$ cat config.mk
export PLATFORM = sky130hd
export DESIGN_NAME = mem_port_arbiter
export DESIGN_NICKNAME = d
export VERILOG_FILES = /design/src/rtl/mem_port_arbiter_pkg.sv /design/src/rtl/mem_port_arbiter_access_counter.sv /design/src/rtl/mem_port_arbiter.sv
export SDC_FILE = /design/constraint.sdc
export NUM_CORES = 1
export LEC_CHECK = 0
export ABC_AREA = 1
export BUFFER_PORTS_ARGS = -buffer_cell sky130_fd_sc_hd__buf_2
export CORE_MARGIN = 2
export CORE_UTILIZATION = 51
export CTS_CLUSTER_DIAMETER = 60
export DETAILED_ROUTE_END_ITERATION = 6
export PLACE_DENSITY = 0.92
export SKIP_CTS_REPAIR_TIMING = 1
export SLEW_MARGIN = 10
export SYNTH_ARGS = -nofsm -noshare
export SYNTH_HDL_FRONTEND = slang
export SYNTH_HIERARCHICAL = 1
export SYNTH_SLANG_ARGS = --single-unit
$ cat constraint.sdc
create_clock -name clk -period 3.8 [get_ports clk]
set_input_delay 0.57 -clock clk [delete_from_list [all_inputs] [get_ports clk]]
set_output_delay 0.57 -clock clk [all_outputs]
set_load 0.1 [all_outputs]
$ cat src/rtl/mem_port_arbiter_pkg.sv
// Shared types and defaults for the CPU unified-memory port arbiter.
package cpu_mem_pkg;

    localparam int unsigned DEF_ADDR_W = 16;
    localparam int unsigned DEF_DATA_W = 16;
    localparam int unsigned LAT_W      = 4;

    typedef enum logic [1:0] {
        IDLE = 2'd0,
        IACC = 2'd1,
        DACC = 2'd2
    } arb_state_t;

endpackage

$ cat src/rtl/mem_port_arbiter_access_counter.sv
// Access-cycle counter: counts 0..LATENCY-1 and flags the final cycle.
module access_counter
    import cpu_mem_pkg::*;
#(
    parameter int unsigned LATENCY = 4
) (
    input  logic clk,
    input  logic rst_n,
    input  logic clr,
    input  logic inc,
    output logic last
);

    logic [LAT_W-1:0] cnt;

    always_ff @(posedge clk or negedge rst_n) begin
        if (!rst_n) begin
            cnt <= '0;
        end else if (clr) begin
            cnt <= '0;
        end else if (inc) begin
            cnt <= cnt + 1'b1;
        end
    end

    assign last = (cnt == LAT_W'(LATENCY - 1));

endmodule

$ cat src/rtl/mem_port_arbiter.sv
// Shares one multi-cycle memory port between instruction fetch and load/store.
// Simultaneous requests alternate; one idle cycle always separates accesses.
module mem_port_arbiter
    import cpu_mem_pkg::*;
#(
    parameter int unsigned ADDR_W  = DEF_ADDR_W,
    parameter int unsigned DATA_W  = DEF_DATA_W,
    parameter int unsigned LATENCY = 4
) (
    input  logic              clk,
    input  logic              rst_n,
    input  logic              i_req,
    input  logic [ADDR_W-1:0] i_addr,
    output logic              i_done,
    output logic [DATA_W-1:0] i_rdata,
    input  logic              d_req,
    input  logic              d_wr,
    input  logic [ADDR_W-1:0] d_addr,
    input  logic [DATA_W-1:0] d_wdata,
    output logic              d_done,
    output logic [DATA_W-1:0] d_rdata,
    output logic              mem_en,
    output logic              mem_wr,
    output logic [ADDR_W-1:0] mem_addr,
    output logic [DATA_W-1:0] mem_wdata,
    input  logic [DATA_W-1:0] mem_rdata,
    output logic              busy
);

    arb_state_t state;
    logic       last_d;
    logic       wr_q;
    logic       in_acc;
    logic       cnt_clr;
    logic       cnt_inc;
    logic       cnt_last;

    assign in_acc  = (state != IDLE);
    assign cnt_inc = in_acc && !cnt_last;
    // Counter sits at zero in IDLE and wraps on the final access cycle.
    assign cnt_clr = !in_acc || cnt_last;

    access_counter #(
        .LATENCY(LATENCY)
    ) u_access_counter (
        .clk  (clk),
        .rst_n(rst_n),
        .clr  (cnt_clr),
        .inc  (cnt_inc),
        .last (cnt_last)
    );

    always_ff @(posedge clk or negedge rst_n) begin
        if (!rst_n) begin
            state     <= IDLE;
            last_d    <= 1'b0;
            wr_q      <= 1'b0;
            mem_addr  <= '0;
            mem_wdata <= '0;
            i_rdata   <= '0;
            d_rdata   <= '0;
        end else begin
            case (state)
                IDLE: begin
                    // On a tie, serve whichever port was not granted last.
                    if (d_req && (!i_req || !last_d)) begin
                        state     <= DACC;
                        mem_addr  <= d_addr;
                        mem_wdata <= d_wdata;
                        wr_q      <= d_wr;
                        last_d    <= 1'b1;
                    end else if (i_req) begin
                        state    <= IACC;
                        mem_addr <= i_addr;
                        wr_q     <= 1'b0;
                        last_d   <= 1'b0;
                    end
                end
                IACC: begin
                    if (cnt_last) begin
                        i_rdata <= mem_rdata;
                        state   <= IDLE;
                    end
                end
                DACC: begin
                    if (cnt_last) begin
                        if (!wr_q) begin
                            d_rdata <= mem_rdata;
                        end
                        state <= IDLE;
                    end
                end
                default: state <= IDLE;
            endcase
        end
    end

    assign mem_en = in_acc;
    assign busy   = in_acc;
    assign i_done = (state == IACC) && cnt_last;
    assign d_done = (state == DACC) && cnt_last;
    assign mem_wr = (state == DACC) && wr_q && cnt_last;

endmodule

==> flow_metrics.py <==
metrics = {
    "synthesis": {
        "ys_ff_latch": 72,
        "synth_seq_area_share_pct": 56.3,
        "avgSynthCellArea_um2": 8.31,
        "synth_cell_types": 21,
        "syn_area_um2": 3200,
        "synth_warnings": 6,
        "synth_top_area_share_pct": 56.3,
        "syn_nets": 458,
        "synth_top_cell_by_area": "dfrtp_1",
        "netlist_instances": 385,
        "synthTopCellsByArea": "dfrtp_1 56%, nand2_1 17%, inv_1 6.8%",
    },
    "floorplanning": {
        "pin_count": 138,
        "dieArea_um2": 6930,
        "die_w_um": 83.2,
        "start_util_pct": 53.4,
        "design.core.area_um2": 5990,
        "die_h_um": 83.2,
        "row_count": 28,
    },
    "clocking": {
        "cts_root_buffer": "clkbuf_8",
        "clkLatencyLatePin_ns": 0.32,
        "clk_path_buf_depth": 2,
        "cts-htree-levels": 3,
        "numClockSinks": 72,
        "clk_pin_slew_ns": 0.08,
        "cts_made_buffers": 9,
        "tritoncts": "yes",
    },
    "worst_setup_path": {
        "cpPeakStageDelay_ns": 0.42,
        "worstPathRequired_ns": 3.23,
        "worstPathArrival_ns": 2.11,
        "worstPathCellList": "ha_1 > nor3b_1 > nand2_1 > buf_4 > inv_1 > buf_2",
        "crit_path_max_fanout": 33,
        "path_class": "reg -> out",
        "cp_slowest_cell": "buf_2",
        "cp-end-kind": "primary output",
        "rrSetupSlack_ns": 1.48,
        "critPathLaunchType": "flop",
    },
    "grt": {
        "track_usage_pct": 22.9,
        "grt_pass1_wl_um": 13000,
        "grt_pass1_vias": 2973,
        "grt_max_degree": 38,
        "antenna_found_initial": 0,
        "grt_overflow": 0,
    },
    "sta": {
        "fin_crit_ns": 2.68,
        "fin_worst_skew_ns": 0.0102,
        "hold_slack_ns": 0.335,
        "hold_viol": 0,
        "setup_tns_ns": 0,
        "finalCritPeriodShare_pct": 70.6,
        "rsz0062_at_grt": "no",
        "max_freq_mhz": 373,
        "worst_pin_slew_ns": 0.898,
        "relSlewSlack_pct": 40.0,
        "maxSlewViolCount": 0,
        "setup_ws_ns": 1.12,
        "setup_viol": 0,
    },
    "cells_and_area": {
        "n_antenna_cell": 0,
        "drive_gt1_share_pct": 31.4,
        "nets": 593,
        "final_cell_mix": "149 x nand2_1, 137 x buf_2, 72 x dfrtp_1",
        "final_cells": 600,
        "area.growth.synth_to_final_pct": 28.7,
        "final_common_cell": "nand2_1",
    },
    "detailed_routing": {
        "met3WireLength_um": 403,
        "ant_nets": 0,
        "drtIter0Drc": 135,
        "highest_layer": "met4",
        "drc_errors": 0,
        "drt-total-wl_um": 7670,
        "avgRoutedWirePerCell_um": 12.8,
        "wl_met2_um": 3970,
        "vias_per_cell": 4.84,
        "wirelength_met1_um": 3160,
        "vias": 2902,
        "firstDrtPassIters": 4,
    },
    "placement": {
        "place.gp.congestion": 0.800,
        "portBuffers": 137,
        "place_ws_ns": 1.47,
        "place_inst": 584,
        "hpwl_um": 5550,
    },
    "worst_hold_path": {
        "hp-class": "in -> async",
    },
    "job": {
        "maxCapViolCount": 0,
    },
    "status": {
        "outcome": "complete, no violations",
    },
}
==> routing by layer <==
metal	vias to the layer above	GRT usage, %
met5	-	0
met4	0	9.84
met3	14	3.78
met2	104	40.0
met1	1342	27.9
li1	1442	-
==> cell usage after synthesis <==
library cell / instances
buf_6: 2
ha_1: 4
nor2_8: 1
inv_2: 2
inv_4: 1
nor3b_1: 1
inv_1: 58
nand3_4: 1
clkbuf_1: 4
nand2_1: 149
nor2_2: 1
dfrtp_1: 72
o21ai_0: 32
nor2_4: 2
nand2_4: 1
nor2_1: 5
nand3_1: 36
buf_2: 5
buf_4: 4
nand2_2: 1
a21oi_1: 3
==> worst max-delay path: cells and delay by family, from the launching register on <==
family | cells | cell delay, ns
buffers and inverters | 3 | 0.72
AND/OR/NAND/NOR | 2 | 0.48
flip-flops | 1 | 0.38
adder cells (fa/ha/maj) | 1 | 0.21
==> metrics by stage <==
stage / area [um2] / util (%)
floorplan: 3200 / -
global placement: 3900 / 65.1
detailed placement: 3900 / 65.1
CTS: 4120 / 68.8
global route: 4120 / 68.8
finish: 4120 / 68.8
==> final timing paths <==
kind | start | cells after the start | end
max | u_access_counter/cnt[1] | 6 | i_done
min | rst_n | 1 | d_rdata[2]
max reg2reg | u_access_counter/cnt[1] | 6 | d_rdata[4]
min reg2reg | mem_addr[6] | 2 | mem_addr[6]
max in group asynchronous | rst_n | 2 | state[1]
min in group clk | d_wdata[13] | 3 | mem_wdata[13]
==> layout make-up <==
class                   instances  area [um2]
fillers                       477        1870
clock inverters                 7        93.8
well taps                      75        93.8
flip-flops and latches         72        1800
multi-input cells             237        1070
repair buffers                139         701
inverters                      61         231
clock buffers                   9         124
==> state kept, by name, indices dropped and copies added, names as in the netlist <==
signal	cells
i_rdata	16
d_rdata	16
u_access_counter/cnt	4
mem_addr	16
state	2
wr_q	1
last_d	1
mem_wdata	16
==> logic make-up after synthesis <==
| family | after synthesis | synth area share (%) |
|---|---|---|
| adders and majority gates | 4 | 1.56 |
| AOI/OAI and AO/OA | 35 | 5.47 |
| DFF | 72 | 56.3 |
| and+or+nand+nor | 198 | 26.5 |
| buffers and inverters | 76 | 10.1 |
Power is not shown: default switching activity piles up to over one toggle a cycle in this logic, so the estimate is an artifact.
